===== src/rtl/pipe_scheduler.sv =====
// Game sequencer: scrolls and respawns three pipes, keeps a BCD score, detects crashes.
// Latency: frame_tick -> pipe update 1 clk, crash -> fail 1 clk; no backpressure, every input is taken each cycle.
module pipe_scheduler #(
  parameter int          SCROLL_STEP   = 2,
  parameter int          PIPE_SPACING  = 200,
  parameter int          PIPE_GAP      = 120,
  parameter int          H_MIN         = 60,
  parameter int          PIPE_W        = 50,
  parameter int          MARIO_X       = 40,
  parameter int          MARIO_W       = 16,
  parameter int          MARIO_H       = 16,
  parameter int          FLOOR_Y       = 464,
  parameter int          PIPE_HEAD_ADJ = 21,
  parameter logic [15:0] LFSR_SEED     = 16'hACE1
) (
  input  logic        clk,
  input  logic        clrn,
  input  logic        start,
  input  logic        frame_tick,
  input  logic [9:0]  mario_y,
  output logic [31:0] pipe_1,
  output logic [31:0] pipe_2,
  output logic [31:0] pipe_3,
  output logic [15:0] score,
  output logic        fail
);

  typedef enum logic [1:0] {S_IDLE, S_RUN, S_DEAD} state_t;

  localparam logic [9:0]  STEP     = 10'(SCROLL_STEP);
  localparam logic [9:0]  RESPAWN  = 10'(3 * PIPE_SPACING);
  localparam logic [9:0]  HMIN     = 10'(H_MIN);
  localparam logic [9:0]  MX       = 10'(MARIO_X);
  localparam logic [7:0]  GAP      = 8'(PIPE_GAP);
  localparam logic [10:0] OV_LO    = 11'(MARIO_X);
  localparam logic [10:0] OV_HI    = 11'(MARIO_X + MARIO_W);
  localparam logic [10:0] PW       = 11'(PIPE_W);
  localparam logic [10:0] MH       = 11'(MARIO_H);
  localparam logic [10:0] BOT_ADJ  = 11'(PIPE_GAP + PIPE_HEAD_ADJ);
  localparam logic [10:0] FLOOR    = 11'(FLOOR_Y);
  localparam logic [2:0][9:0] X_RST = {10'd800, 10'd600, 10'd400};
  localparam logic [2:0][9:0] H_RST = {10'd120, 10'd200, 10'd160};

  state_t          state_q, state_d;
  logic [2:0][9:0] x_q, x_d, h_q, h_d;
  logic [15:0]     score_q, score_d;
  logic            fail_q, fail_d;
  logic [15:0]     lfsr_q, lfsr_d;

  logic [2:0]      hit;
  logic            crash;
  logic [2:0][9:0] x_scr, h_scr;
  logic [15:0]     score_scr;

  function automatic logic [15:0] bcd_inc(input logic [15:0] s);
    logic [15:0] r;
    logic        carry;
    r     = s;
    carry = 1'b1;
    if (s != 16'h9999) begin
      for (int d = 0; d < 4; d++) begin
        if (carry) begin
          if (r[d*4 +: 4] == 4'd9) begin
            r[d*4 +: 4] = 4'd0;
          end else begin
            r[d*4 +: 4] = r[d*4 +: 4] + 4'd1;
            carry       = 1'b0;
          end
        end
      end
    end
    return r;
  endfunction

  // Galois form of x^16+x^14+x^13+x^11+1; a nonzero seed never reaches zero.
  always_comb begin
    lfsr_d = {1'b0, lfsr_q[15:1]} ^ (lfsr_q[0] ? 16'hB400 : 16'h0000);
  end

  // 11-bit compares so pipe and mario extents never wrap.
  always_comb begin
    hit = '0;
    for (int i = 0; i < 3; i++) begin
      hit[i] = ({1'b0, x_q[i]} < OV_HI) && (({1'b0, x_q[i]} + PW) > OV_LO) &&
               (({1'b0, mario_y} < {1'b0, h_q[i]}) ||
                (({1'b0, mario_y} + MH) > ({1'b0, h_q[i]} + BOT_ADJ)));
    end
    crash = (|hit) || ({1'b0, mario_y} >= FLOOR);
  end

  always_comb begin
    x_scr     = x_q;
    h_scr     = h_q;
    score_scr = score_q;
    for (int i = 0; i < 3; i++) begin
      if (x_q[i] >= STEP) begin
        x_scr[i] = x_q[i] - STEP;
      end else begin
        x_scr[i] = x_q[i] - STEP + RESPAWN;
        h_scr[i] = HMIN + {2'b00, lfsr_q[7:0]};
      end
      if ((x_q[i] >= MX) && (x_scr[i] < MX)) begin
        score_scr = bcd_inc(score_scr);
      end
    end
  end

  always_comb begin
    state_d = state_q;
    x_d     = x_q;
    h_d     = h_q;
    score_d = score_q;
    fail_d  = fail_q;
    case (state_q)
      S_IDLE: begin
        if (start) state_d = S_RUN;
      end
      S_RUN: begin
        // A crash still lets this tick's scroll and score land before freezing.
        if (frame_tick) begin
          x_d     = x_scr;
          h_d     = h_scr;
          score_d = score_scr;
        end
        if (crash) begin
          state_d = S_DEAD;
          fail_d  = 1'b1;
        end
      end
      S_DEAD: begin
        if (start) begin
          state_d = S_RUN;
          x_d     = X_RST;
          h_d     = H_RST;
          score_d = 16'h0000;
          fail_d  = 1'b0;
        end
      end
      default: state_d = S_IDLE;
    endcase
  end

  always_ff @(posedge clk or negedge clrn) begin
    if (!clrn) begin
      state_q <= S_IDLE;
      x_q     <= X_RST;
      h_q     <= H_RST;
      score_q <= 16'h0000;
      fail_q  <= 1'b0;
      lfsr_q  <= LFSR_SEED;
    end else begin
      state_q <= state_d;
      x_q     <= x_d;
      h_q     <= h_d;
      score_q <= score_d;
      fail_q  <= fail_d;
      lfsr_q  <= lfsr_d;
    end
  end

  assign pipe_1 = {4'b0000, GAP, x_q[0], h_q[0]};
  assign pipe_2 = {4'b0000, GAP, x_q[1], h_q[1]};
  assign pipe_3 = {4'b0000, GAP, x_q[2], h_q[2]};
  assign score  = score_q;
  assign fail   = fail_q;

endmodule


===== config.mk =====
export PLATFORM = sky130hd
export DESIGN_NAME = pipe_scheduler
export DESIGN_NICKNAME = d
export VERILOG_FILES = /design/src/rtl/pipe_scheduler.sv
export SDC_FILE = /design/constraint.sdc
export NUM_CORES = 1
export LEC_CHECK = 0
export ABC_AREA = 1
export CAP_MARGIN = 20
export CORE_ASPECT_RATIO = 1.5
export CORE_MARGIN = 4
export CORE_UTILIZATION = 45
export DETAILED_ROUTE_END_ITERATION = 7
export PLACE_DENSITY = 0.74
export SLEW_MARGIN = 25
export SYNTH_ARGS = -nofsm -noshare
export SYNTH_HDL_FRONTEND = slang
export SYNTH_SLANG_ARGS = --single-unit
export TNS_END_PERCENT = 10

===== constraint.sdc =====
create_clock -name clk -period 9.75 [get_ports clk]
set_clock_uncertainty 0.05 [all_clocks]
set_input_delay 1.95 -clock clk [delete_from_list [all_inputs] [get_ports clk]]
set_output_delay 1.95 -clock clk [all_outputs]
set_load 0.03 [all_outputs]

* Word-level counts from Yosys, hierarchy flattened *
Index checks and enable logic that the tools add are counted.

operators by class
  $add $sub $neg = 26
  $mul = 0
  div/mod/pow operators = 0
  order comparisons = 22
  equal/unequal tests = 24
  shift-type cells = 0
  muxes and demuxes = 82
  bitwise logic cells = 1
  reductions and logical operators = 23

operator list
  operator                                                                          count
  16-bit two-way mux                                                                9
  30-bit two-way mux                                                                4
  30-bit one-hot mux with 2 select lines                                            2
  4-bit two-way mux                                                                 21
  10-bit by 6-bit less-than comparator with 1-bit output, second input constant     6
  10-bit two-way mux                                                                6
  4-bit by 1-bit adder with 4-bit output, second input constant                     12
  4-bit == test, second input constant                                              12
  16-bit != test, second input constant                                             3
  1-bit two-way mux                                                                 35
  10-bit by 6-bit adder with 11-bit output, second input constant                   3
  10-bit by 8-bit adder with 11-bit output, second input constant                   3
  11-bit greater-than comparator                                                    3
  11-bit by 6-bit greater-than comparator with 1-bit output, second input constant  3
  16-bit one-hot mux with 2 select lines                                            1
  10-bit adder, second input constant                                               3
  10-bit by 2-bit >= comparator with 1-bit output, second input constant            3
  10-bit by 6-bit >= comparator with 1-bit output, second input constant            3
  10-bit less-than comparator                                                       3
  10-bit by 2-bit subtractor with 10-bit output, second input constant              3
  15-bit by 16-bit XOR with 16-bit output                                           1
  2-bit != test, second input constant                                              6
  4-bit AND reduction                                                               3
  10-bit by 5-bit adder with 11-bit output, second input constant                   1
  16 further kinds                                                                  29

storage, ports and cells
  register bits = 95
  bits in latches = 0
  RAM bits = 0
  memory bits (read-only) = 0
  input bits = 14
  word-level logic and storage cells = 188
  memories kept = 0

* Logic depth before layout (Yosys ltp) *
Gate-level depths: netlist of the first run.

  depth in word-level cells = 43
  depth in mapped cells = 36
  depth with buffers taken out = 35

* Worst setup path after synthesis of the first run *
No wires, ideal clock.

  path kind = register to register
  start = register x_q, in the netlist pipe_1[11]
  end = register score_q[4] (netlist: score[4])
  setup time = 0.118 ns
  arrival = 4.293 ns
  required time = 9.582 ns
  path slack = 5.289 ns
  cell stages (with the launch flop) = 33
  path buffers = 0
  period minus slack after synthesis = 4.461 ns
  path through = dfrtp_1 inv_1 ha_1 xnor2_1 ha_1 inv_1 nand3_1 nand2_1 nand2_1 nand2_1 inv_2 nand2_2 nand3_4 inv_1 o21ai_1 ha_1 nand3_4 nor2_8 nand3_4 nand3_1 xor2_1 inv_1 ha_1 nand2_1 clkinv_1 nand2_4 nor2_4 nand2_4 nand3_2 inv_2 nand2_1 nand3_1 nand2_1

between the ends
  longest elaborated chain between the ends = 24
  elaborated cells between the ends (all ways) = 50
  those cells by class = add/sub: 7; order compare: 3; eq/ne: 8; mux: 31; reduce/logical: 1

ends and longest elaborated chain
  what                                                    line    RTL
  start: declaration                                      45      logic [2:0][9:0] x_q, x_d, h_q, h_d;
  start signal: assignment                                146     x_q <= X_RST;
  start signal: assignment                                153     x_q <= x_d;
  10-bit by 2-bit subtractor with 10-bit output           97, 99
  10-bit adder                                            99      x_scr[i] = x_q[i] - STEP + RESPAWN;
  10-bit two-way mux                                      96      if (x_q[i] >= STEP) begin
  10-bit by 6-bit less-than comparator with 1-bit output  102     if ((x_q[i] >= MX) && (x_scr[i] < MX)) begin
  1-bit logical AND *                                     102
  16-bit two-way mux *                                    102
  4-bit == test                                           63      if (r[d*4 +: 4] == 4'd9) begin
  1-bit two-way mux                                       63
  [8 not listed]                                          n/a
  4-bit two-way mux                                       62      if (carry) begin
  16-bit two-way mux                                      60      if (s != 16'h9999) begin
  16-bit two-way mux *                                    102
  16-bit != test                                          60
  16-bit two-way mux                                      60
  16-bit two-way mux *                                    102
  16-bit two-way mux *                                    120     if (frame_tick) begin
  16-bit one-hot mux with 2 select lines *                114     case (state_q)
  end signal: assignment                                  155     score_q <= score_d;
  end: declaration                                        46      logic [15:0] score_q, score_d;

Every way passes the cells marked *; elsewhere a longest branch is shown, timed or not. The select of a mux whose other input is x is not followed.
A chain may end at the register's enable or synchronous reset.

* Worst setup path after layout of the first run *
  start = register x_q, in the netlist pipe_1[11]
  end = register score_q[12] (netlist: score[12])

between the ends
  longest elaborated chain between the ends = 26
  elaborated cells between the ends (all ways) = 60
  those cells by class = add/sub: 7; order compare: 3; eq/ne: 10; mux: 39; reduce/logical: 1

ends and longest elaborated chain
  what                                                                  line     RTL
  10-bit by 2-bit subtractor with 10-bit output                         97, 99
  10-bit adder                                                          99
  10-bit two-way mux                                                    96
  10-bit by 6-bit less-than comparator with 1-bit output                102
  1-bit logical AND *                                                   102
  16-bit two-way mux *                                                  102
  4-bit == test                                                         63
  1-bit two-way mux                                                     63
  [10 not listed]                                                       n/a
  16-bit two-way mux *                                                  102
  4-bit by 1-bit adder with 4-bit output, or another cell as far along  66       r[d*4 +: 4] = r[d*4 +: 4] + 4'd1;
  4-bit two-way mux / 1-bit two-way mux (equally long branches)         63, 102
  4-bit two-way mux                                                     62
  16-bit two-way mux                                                    60
  16-bit two-way mux *                                                  102
  16-bit two-way mux *                                                  120
  16-bit one-hot mux with 2 select lines *                              114

Marks and branches as above.

==> results of run 1 <==
-- layer usage --
metal | global-route usage (%) | share of wire, % | up-vias
li1 | - | - | 3893
met1 | 23.72 | 39 | 3664
met2 | 40.28 | 53 | 198
met3 | 1.791 | 3.6 | 59
met4 | 11.44 | 4.4 | 0
met5 | 0 | 0 | -
-- through the flow --
step | worst slack [ns] | total power, mW | utilization [%]
2_1_floorplan | 5.289 | 1.449 | -
3_3_place_gp | 4.799 | 1.808 | 50.91
3_5_place_dp | 4.640 | 1.824 | 50.91
4_1_cts | 4.609 | 2.165 | 52.47
5_1_grt | 4.087 | 2.337 | 52.47
6_report | 4.650 | 2.160 | 52.47
-- worst min path at each step --
stage	end	depth (start not counted)	startpoint	slack, ns
3_5_place_dp	lfsr_q[7]	0	lfsr_q[8]	0.30
3_3_place_gp	lfsr_q[8]	0	lfsr_q[9]	0.29
2_1_floorplan	lfsr_q[8]	0	lfsr_q[9]	0.28
4_1_cts	lfsr_q[11]	0	lfsr_q[12]	0.31
6_report	lfsr_q[11]	0	lfsr_q[12]	0.31
5_1_grt	lfsr_q[7]	0	lfsr_q[8]	0.32
-- cell type report --
class	count	area, um2	area share (%)
multi-input cells	894	5435	55.63
flip-flops and latches	89	2261	23.14
repair buffers	89	875.8	8.964
inverters	158	593.1	6.070
well taps	252	315.3	3.227
clock buffers	11	252.7	2.587
clock inverters	5	37.54	0.3842
-- sequential cells by signal (all words and copies together) (netlist names) --
register,count
score,16
pipe_1,18
fail,1
lfsr_q,16
state_q,2
pipe_3,18
pipe_2,18
-- cell families (layout without fill, tap and decap cells) --
| kind of cell | count (synthesis) | in the layout | synth area share (%) |
|---|---|---|---|
| AO/OA/AOI/OAI | 175 | 175 | 12.03 |
| XOR/XNOR | 56 | 56 | 5.744 |
| adder cells (fa/ha/maj) | 96 | 96 | 14.07 |
| buffers and inverters | 217 | 263 | 11.62 |
| flip-flops | 89 | 89 | 26.48 |
| multiplexers | 1 | 1 | 0.1172 |
| other | 2 | 42 | 0.08796 |
| AND/OR/NAND/NOR | 524 | 524 | 29.85 |
-- worst max-delay path: cells and delay by family, from the launching register on --
family,cells,cell delay [ns]
buffers and inverters,5,0.59
and+or+nand+nor,19,2.29
adders and majority gates,4,1.05
DFF,1,0.41
xor gates and xnor gates,1,0.21
AOI/OAI and AO/OA,2,0.36
-- cells in the mapped netlist, drive strengths merged (2+ instances only) --
cell    number
nand4       37
nand2      288
buf         49
nand3       88
conb         2
xor2        49
o21a         9
a21o         2
dfstp       27
a221oi       2
dfrtp       62
o211ai       2
o21bai       2
inv        153
ha          96
nor3        14
or2          4
a21boi       2
a31oi        2
nor2        86
clkinv       5
o21ai       73
clkbuf      10
a21oi       44
xnor2        7
a22oi        3
o22ai       26
nand3b       5
-- power by group through the flow --
stage | clock network [mW] | logic (mW) | registers (mW)
finish | 0.334 | 1.22 | 0.602
global route | 0.353 | 1.37 | 0.616
CTS | 0.340 | 1.22 | 0.601
detailed placement | 0 | 1.22 | 0.606
global placement | 0 | 1.20 | 0.605
floorplan | 0 | 0.713 | 0.737
==> reports/metrics.cfg, run 1 <==
[logic_synthesis]
syn_inst=1160
synthArstFlopShare_pct=100.0
synth_edf_count=0
synth_seq_cells=89
avgSynthCellArea_um2=7.361
yosysWarningCount=0
synth.top_cell.area_share_pct=18.17
synth_cell_types=57
synth-seq-area-share_pct=26.48
yosys.area.top_type=dfrtp_1
syn_area_um2=8538
ys_top_cells_by_area=dfrtp_1 (18%), ha_1 (14%), nand2_1 (12%)
ys.flop_type=dfrtp_1

[sta]
hold_ws_ns=0.3082
rsz0062_at_grt=false
finalCritPeriodShare_pct=52.31
layout_min_cycle_time_ns=5.100
hold_viol_final=0
fmax_ghz=0.1961
slew_viol_final=0
worst_slew_pin_slew_ns=0.8894
max_slew_margin_pct=40.71
setup_tns_ns=0
finalSetupViolCount=0

[setup_path]
startpoint=pipe_1[11]
slowest_stage=dfrtp_1
crit_required_ns=9.93
arrival_ns=5.28
cp-end-kind=flop
r2r_slack_ns=4.65
cp_max_fo=18
worstReg2RegEnd=score[12]
r2r-start=pipe_1[11]
cp-start-kind=flop
setup.worst_path.end=score[12]
critPathKind=reg2reg
crit_top_cell=nand2_1
reg2regPathDepth=31
cpPeakStageDelay_ns=0.41

[clocking]
hold_buffers=0
postCtsResizedCells=0
cts-root-buf=clkbuf_16
clockBufferDepth=2
h-tree-depth=3
cts_setup_buffers=0
numCtsBuffers=9
cts_tree=built
cts.sinks=89
cts.reportedPaths.clkPinSlew_ns=0.07
clk-insertion-delay-late_ns=0.34

[pwr]
switching_power_mw=1.048
max-vdd-ir-drop_uv=138.2
clkPwrFrac_pct=15.4
leakage_nw=4.819
netSwitchingFraction_pct=48.54
p_int_mw=1.112
pwr_density_cell_nw_per_um2=221.1
power_frac_seq_pct=27.9
power_frac_comb_pct=56.7

[floorplanning]
rows=61
die_x_um=120.5
start_util_pct=45.85
die_area_um2=21290
die_y_um=176.7
core_um2=18620
io_pins=127

[finish]
final_common_cell=nand2_1
synthToLayoutAreaGrowth_pct=14.43
fin_area_um2=9771
fin_cells=1498
drive_above_1_share_pct=10.19
nets=1351
nFillCells=1778
final_cell_mix=nand2_1 (265), inv_1 (145), ha_1 (96)
antenna_cells=0

[route]
drc_errors=0
drtPass1Iterations=5
via_per_inst=5.216
routed_wl_mm=22.53
wl_per_cell_um=15.04
via_count=7814
drt-initial-drc-count=567
drtAntennaViolNets=0

[job]
drv_cap=0

[global_route]
grt_pass1_vias=7753
grt_max_degree=62
antenna_found_initial=0
gr-total-overflow=0
grt_pass1_wl_mm=37.17
grtUsageTotal_pct=21.48

[place]
gp_congestion=0.9292
placed_area_um2=9480
io_buffers=84
dp.cells=1482
dp_hpwl_mm=18.39

[status]
status=finished clean

[min_path]
hold_path.class=reg2reg

Note: power is estimated with default switching activity, not from simulation.
==> run 2: changes to the inputs <==
--- a/config.mk
+++ b/config.mk
@@ -11,7 +11,7 @@
 export CORE_MARGIN = 4
 export CORE_UTILIZATION = 45
 export DETAILED_ROUTE_END_ITERATION = 7
-export PLACE_DENSITY = 0.74
+export PLACE_DENSITY = 0.77
 export SLEW_MARGIN = 25
 export SYNTH_ARGS = -nofsm -noshare
 export SYNTH_HDL_FRONTEND = slang
==> constraint.sdc (replaced) <==
create_clock -name clk -period 4.61 [get_ports clk]
set_clock_uncertainty 0.05 [all_clocks]
set_input_delay 0.922 -clock clk [delete_from_list [all_inputs] [get_ports clk]]
set_output_delay 0.922 -clock clk [all_outputs]
set_load 0.03 [all_outputs]
==> reports/metrics.cfg, run 2 (synthesis results as in run 1) <==
[status]
status=finished clean  ; unchanged

[finish]
drive_above_1_share_pct=15.19  ; was 10.19%
nets=1395  ; was 1351
synthToLayoutAreaGrowth_pct=20.27  ; was 14.43%
final_common_cell=nand2_1  ; unchanged
final_cell_mix=nand2_1 (260), inv_1 (140), ha_1 (91)  ; was nand2_1 (265), inv_1 (145), ha_1 (96)
fin_area_um2=10270  ; was 9771 um2
antenna_cells=0  ; unchanged

[floorplanning]
die_y_um=176.7  ; unchanged
die_x_um=120.5  ; unchanged
start_util_pct=45.85  ; unchanged
core_um2=18620  ; unchanged
io_pins=127  ; unchanged
die_area_um2=21290  ; unchanged
rows=61  ; unchanged

[sta]
fmax_ghz=0.2251  ; was 0.1961 GHz
finalCritPeriodShare_pct=96.37  ; was 52.31%
worst_slew_pin_slew_ns=0.9524  ; was 0.8894 ns
slew_viol_final=0  ; unchanged
layout_min_cycle_time_ns=4.443  ; was 5.100 ns
hold_ws_ns=0.3049  ; was 0.3082 ns
setup_tns_ns=0  ; unchanged
max_slew_margin_pct=36.51  ; was 40.71%
hold_viol_final=0  ; unchanged
finalSetupViolCount=0  ; unchanged
fin_ws_ns=0.1674  ; was 4.650 ns

[setup_path]
worstReg2RegEnd=score[8]  ; was score[12]
cp-end-kind=flop  ; unchanged
r2r_slack_ns=0.17  ; was 4.65 ns
arrival_ns=4.62  ; was 5.28 ns
cp-start-kind=flop  ; unchanged
crit_top_cell=nand2_1  ; unchanged
critPathKind=reg2reg  ; unchanged
cp_max_fo=6  ; was 18
cpPeakStageDelay_ns=0.41  ; about the same
r2r-start=pipe_1[11]  ; unchanged
reg2regPathDepth=31  ; unchanged
slowest_stage=dfrtp_1  ; unchanged
crit_required_ns=4.79  ; was 9.93 ns

[min_path]
hold_path.class=reg2reg  ; unchanged
holdPathEnd=lfsr_q[8]  ; was lfsr_q[11]
hold_path_depth=0  ; unchanged
worstHoldStart=lfsr_q[9]  ; was lfsr_q[12]

[route]
via_count=8141  ; was 7814
drt-initial-drc-count=463  ; was 567
drc_errors=0  ; unchanged
wl_per_cell_um=15.36  ; was 15.04 um
via_per_inst=5.280  ; was 5.216
routed_wl_mm=23.69  ; was 22.53 mm
drtPass1Iterations=6  ; was 5
drtAntennaViolNets=0  ; unchanged

[job]
drv_cap=0  ; unchanged

[clocking]
cts_tree=built  ; unchanged
hold_buffers=0  ; unchanged
cts-root-buf=clkbuf_16  ; unchanged
h-tree-depth=3  ; unchanged
clockBufferDepth=2  ; unchanged
cts.reportedPaths.clkPinSlew_ns=0.07  ; about the same
cts.sinks=89  ; unchanged
numCtsBuffers=9  ; unchanged
clk-insertion-delay-late_ns=0.35  ; was 0.34 ns

[global_route]
grtUsageMet3_pct=2.335  ; was 1.791%
busiest_layer=met2  ; unchanged
grtUsageMet2_pct=40.61  ; was 40.28%
grt_max_degree=76  ; was 62
grtUsageTotal_pct=21.40  ; was 21.48%
antenna_found_initial=0  ; unchanged
grt_pass1_vias=7811  ; was 7753
grt_pass1_wl_mm=37.04  ; was 37.17 mm
gr-total-overflow=0  ; unchanged
gr-usage-met1_pct=23.58  ; was 23.72%

[place]
dp_slack_ns=0.07718  ; was 4.640 ns
gp_congestion=0.9612  ; was 0.9292
dp_hpwl_mm=18.14  ; was 18.39 mm
placed_area_um2=9608  ; was 9480 um2
io_buffers=84  ; unchanged

[pwr]
leakage_nw=5.044  ; was 4.819 nW
power_mw=4.728  ; was 2.160 mW
pwr_density_cell_nw_per_um2=460.4  ; was 221.1 nW/um2
max-vdd-ir-drop_uv=226.0  ; was 138.2 uV

[run 2: cell count changes in the layout (fill, tap and decap cells not counted), moves of 3 or more]
cell     change
nor2_4       +3
nand2_1      -5
nand2_2      +5
buf_6        +4
ha_2         +3
inv_1        -5
ha_1         -5
buf_4       +35
inv_2        +4
nand3_1      -3
[run 2: metal layers]
layer / wire length, um / share of wire (%)
met1: 8883 / 37
met2: 12770 / 54
met4: 898 / 3.8
met3: 1141 / 4.8
met5: 0 / 0
[run 2: final cells by class]
class                   instances  area (um2)
flip-flops and latches         89        2261
clock inverters                 7       51.30
clock buffers                   9       225.2
inverters                     158       595.6
well taps                     252       315.3
fillers                      1758        8354
multi-input cells             897        5597
repair buffers                130        1224
[run 2: stage by stage]
step	std cells	util, %
after floorplan	1200	-
after global placement	1499	51.59
after detailed placement	1499	51.59
after CTS	1515	53.08
after global routing	1542	55.14
final	1542	55.14
[run 2: how the worst max path moves through the flow]
stage / from / endpoint / slack [ns] / cells after the start
6_report: pipe_1[11] / score[8] / 0.17 / 31
4_1_cts: pipe_1[11] / score[12] / 0.04 / 31
3_3_place_gp: pipe_1[11] / score[8] / 0.27 / 34
2_1_floorplan: pipe_1[11] / score[4] / 0.15 / 32
3_5_place_dp: pipe_1[11] / score[12] / 0.08 / 31
5_1_grt: pipe_1[12] / score[9] / -0.11 / 31
[run 2: report_power, final]
part	leakage (nW)	total, mW	internal [mW]	switching [mW]
clock	0.138	0.699	0.370	0.329
sequential	1.12	1.26	1.01	0.250
combinational	3.79	2.77	1.06	1.71
[run 2: worst max-delay path: cells and delay by family (launching register included)]
family,cells,cell delay [ns]
fa+ha+maj,3,0.59
compound gates,1,0.09
buf+inv,6,0.78
flops,1,0.41
simple gates,21,2.41
[run 2: what timing repair did]
action,4_1_cts,5_1_grt
resized for setup,0,43
setup buffers,0,23
endpoints found under the setup margin,0,16
==> run 3: changes to the inputs <==
--- a/config.mk
+++ b/config.mk
@@ -9,9 +9,10 @@
 export CAP_MARGIN = 20
 export CORE_ASPECT_RATIO = 1.5
 export CORE_MARGIN = 4
-export CORE_UTILIZATION = 45
+export CORE_UTILIZATION = 46
 export DETAILED_ROUTE_END_ITERATION = 7
-export PLACE_DENSITY = 0.77
+export PLACE_DENSITY = 0.75
+export SKIP_CTS_REPAIR_TIMING = 1
 export SLEW_MARGIN = 25
 export SYNTH_ARGS = -nofsm -noshare
 export SYNTH_HDL_FRONTEND = slang
==> reports/metrics.cfg, run 3 (synthesis results as in run 1) <==
[route]
met1Wirelength_mm=8.721  ; was 8.883 mm
maxUsedRoutingLayer=met4  ; unchanged
via_per_inst=5.257  ; was 5.280
drtPass1Iterations=6  ; unchanged
drtAntennaViolNets=0  ; unchanged
drc_errors=0  ; unchanged
drt-initial-drc-count=432  ; was 463
via_count=8032  ; was 8141
wl_per_cell_um=15.26  ; was 15.36 um
met3_wirelength_um=905  ; was 1.141 mm
met2_length_mm=12.78  ; was 12.77 mm
routed_wl_mm=23.31  ; was 23.69 mm

[place]
io_buffers=84  ; unchanged
dp_slack_ns=0.08681  ; was 0.07718 ns
dp_hpwl_mm=18.55  ; was 18.14 mm
placed_area_um2=9625  ; was 9608 um2
dp.cells=1498  ; was 1499
gp_congestion=0.9060  ; was 0.9612

[sta]
max_slew_margin_pct=34.51  ; was 36.51%
hold_viol_final=0  ; unchanged
fmax_ghz=0.2311  ; was 0.2251 GHz
rsz0062_at_grt=true
hold_ws_ns=0.3052  ; was 0.3049 ns
finalCritPeriodShare_pct=93.85  ; was 96.37%
finalSetupViolCount=0  ; unchanged
layout_min_cycle_time_ns=4.326  ; was 4.443 ns
slew_viol_final=0  ; unchanged
worst_slew_pin_slew_ns=0.9823  ; was 0.9524 ns
fin_ws_ns=0.2837  ; was 0.1674 ns

[clocking]
clockBufferDepth=2  ; unchanged
cts_tree=built  ; unchanged
cts-root-buf=clkbuf_16  ; unchanged
cts.sinks=89  ; unchanged
numCtsBuffers=9  ; unchanged
h-tree-depth=3  ; unchanged
cts.reportedPaths.clkPinSlew_ns=0.07  ; about the same
clk-insertion-delay-late_ns=0.35  ; about the same

[global_route]
grtUsageTotal_pct=21.97  ; was 21.40%
grt_max_degree=72  ; was 76
grt_pass1_vias=7870  ; was 7811
grt_pass1_wl_mm=37.34  ; was 37.04 mm
gr-total-overflow=0  ; unchanged
antenna_found_initial=0  ; unchanged

[finish]
final_common_cell=nand2_1  ; unchanged
synthToLayoutAreaGrowth_pct=18.54  ; was 20.27%
fin_util_pct=55.94  ; was 55.14%
fin_cells=1528  ; was 1542
antenna_cells=0  ; unchanged
final_cell_mix=nand2_1 (262), inv_1 (142), ha_1 (92)  ; was nand2_1 (260), inv_1 (140), ha_1 (91)
fin_area_um2=10120  ; was 10270 um2
nets=1385  ; was 1395
drive_above_1_share_pct=13.98  ; was 15.19%

[setup_path]
r2r-start=pipe_1[11]  ; unchanged
critPathKind=reg2reg  ; unchanged
cpPeakStageDelay_ns=0.42  ; was 0.41 ns
reg2regPathDepth=30  ; was 31
worstReg2RegEnd=score[4]  ; was score[8]
slowest_stage=dfrtp_1  ; unchanged
r2r_slack_ns=0.28  ; was 0.17 ns
cp-start-kind=flop  ; unchanged
crit_required_ns=4.81  ; was 4.79 ns
crit_top_cell=nand2_1  ; unchanged
cp_max_fo=9  ; was 6
arrival_ns=4.52  ; was 4.62 ns
cp-end-kind=flop  ; unchanged

[min_path]
hold_path_depth=0  ; unchanged
hold_path.class=reg2reg  ; unchanged
holdPathEnd=lfsr_q[7]  ; was lfsr_q[8]
worstHoldStart=lfsr_q[8]  ; was lfsr_q[9]

[pwr]
netSwitchingFraction_pct=48.33  ; was 48.50%
pwr_density_cell_nw_per_um2=466.9  ; was 460.4 nW/um2
max-vdd-ir-drop_uv=222.7  ; was 226.0 uV
switching_power_mw=2.284  ; was 2.293 mW
power_frac_seq_pct=26.6  ; about the same
p_int_mw=2.442  ; was 2.435 mW
power_frac_comb_pct=58.1  ; was 58.6%
leakage_nw=5.007  ; was 5.044 nW
clkPwrFrac_pct=15.3  ; was 14.8%

[floorplanning]
io_pins=127  ; unchanged
core_um2=18090  ; was 18620 um2
die_y_um=174.9  ; was 176.7 um
start_util_pct=47.19  ; was 45.85%
rows=60  ; was 61
die_area_um2=20850  ; was 21290 um2
die_x_um=119.2  ; was 120.5 um

[status]
status=finished clean  ; unchanged

[job]
drv_cap=0  ; unchanged

run 3: cell types whose count changed in the layout (fill, tap and decap cells not counted), sizes merged:
cell and change:
buf -7, clkinv -1, inv +1, nand2 -1
nand3 -1, nor2 -1
run 3: worst max-delay path, delay by kind of cell, from the launching register on:
| kind | cells | cell delay, ns |
|---|---|---|
| adder cells (fa/ha/maj) | 3 | 0.70 |
| XOR/XNOR | 2 | 0.36 |
| flip-flops | 1 | 0.42 |
| AND/OR/NAND/NOR | 18 | 1.84 |
| AO/OA/AOI/OAI | 1 | 0.17 |
| buffers and inverters | 6 | 0.67 |
run 3: worst max-delay path by stage:
stage	from	to	slack, ns	depth (start not counted)
2_1_floorplan	pipe_1[11]	score[4]	0.15	32
3_3_place_gp	pipe_1[11]	score[13]	0.30	31
3_5_place_dp	pipe_1[11]	score[12]	0.09	31
4_1_cts	pipe_1[11]	score[12]	0.07	31
5_1_grt	pipe_1[11]	score[4]	-0.09	30
6_report	pipe_1[11]	score[4]	0.28	30
run 3: layer usage:
layer  global-route usage, %  vias to the layer above
met3                   2.785                       63
met4                   10.39                        0
met1                   23.03                     3788
met2                   42.51                      214
met5                       0                        -
li1                        -                     3967
run 3: cell type report:
type | count | area (um2)
fillers | 1680 | 7971
multi-input cells | 894 | 5502
flip-flops and latches | 89 | 2261
repair buffers | 123 | 1169
inverters | 158 | 593.1
well taps | 248 | 310.3
clock buffers | 9 | 225.2
clock inverters | 7 | 61.31
run 3: through the flow:
stage                     setup TNS, ns  power, mW
after floorplan                       0      3.065
after global placement                0      3.848
after detailed placement              0      3.901
after CTS                             0      4.638
after global routing            -0.9560      5.086
final                                 0      4.726
run 3: power by group through the flow:
stage                     registers, mW  logic [mW]  clock network (mW)
after floorplan                    1.56        1.51                   0
after global placement             1.26        2.58                   0
after detailed placement           1.26        2.64                   0
after CTS                          1.25        2.65               0.732
after global routing               1.29        3.04               0.758
final                              1.26        2.75               0.722
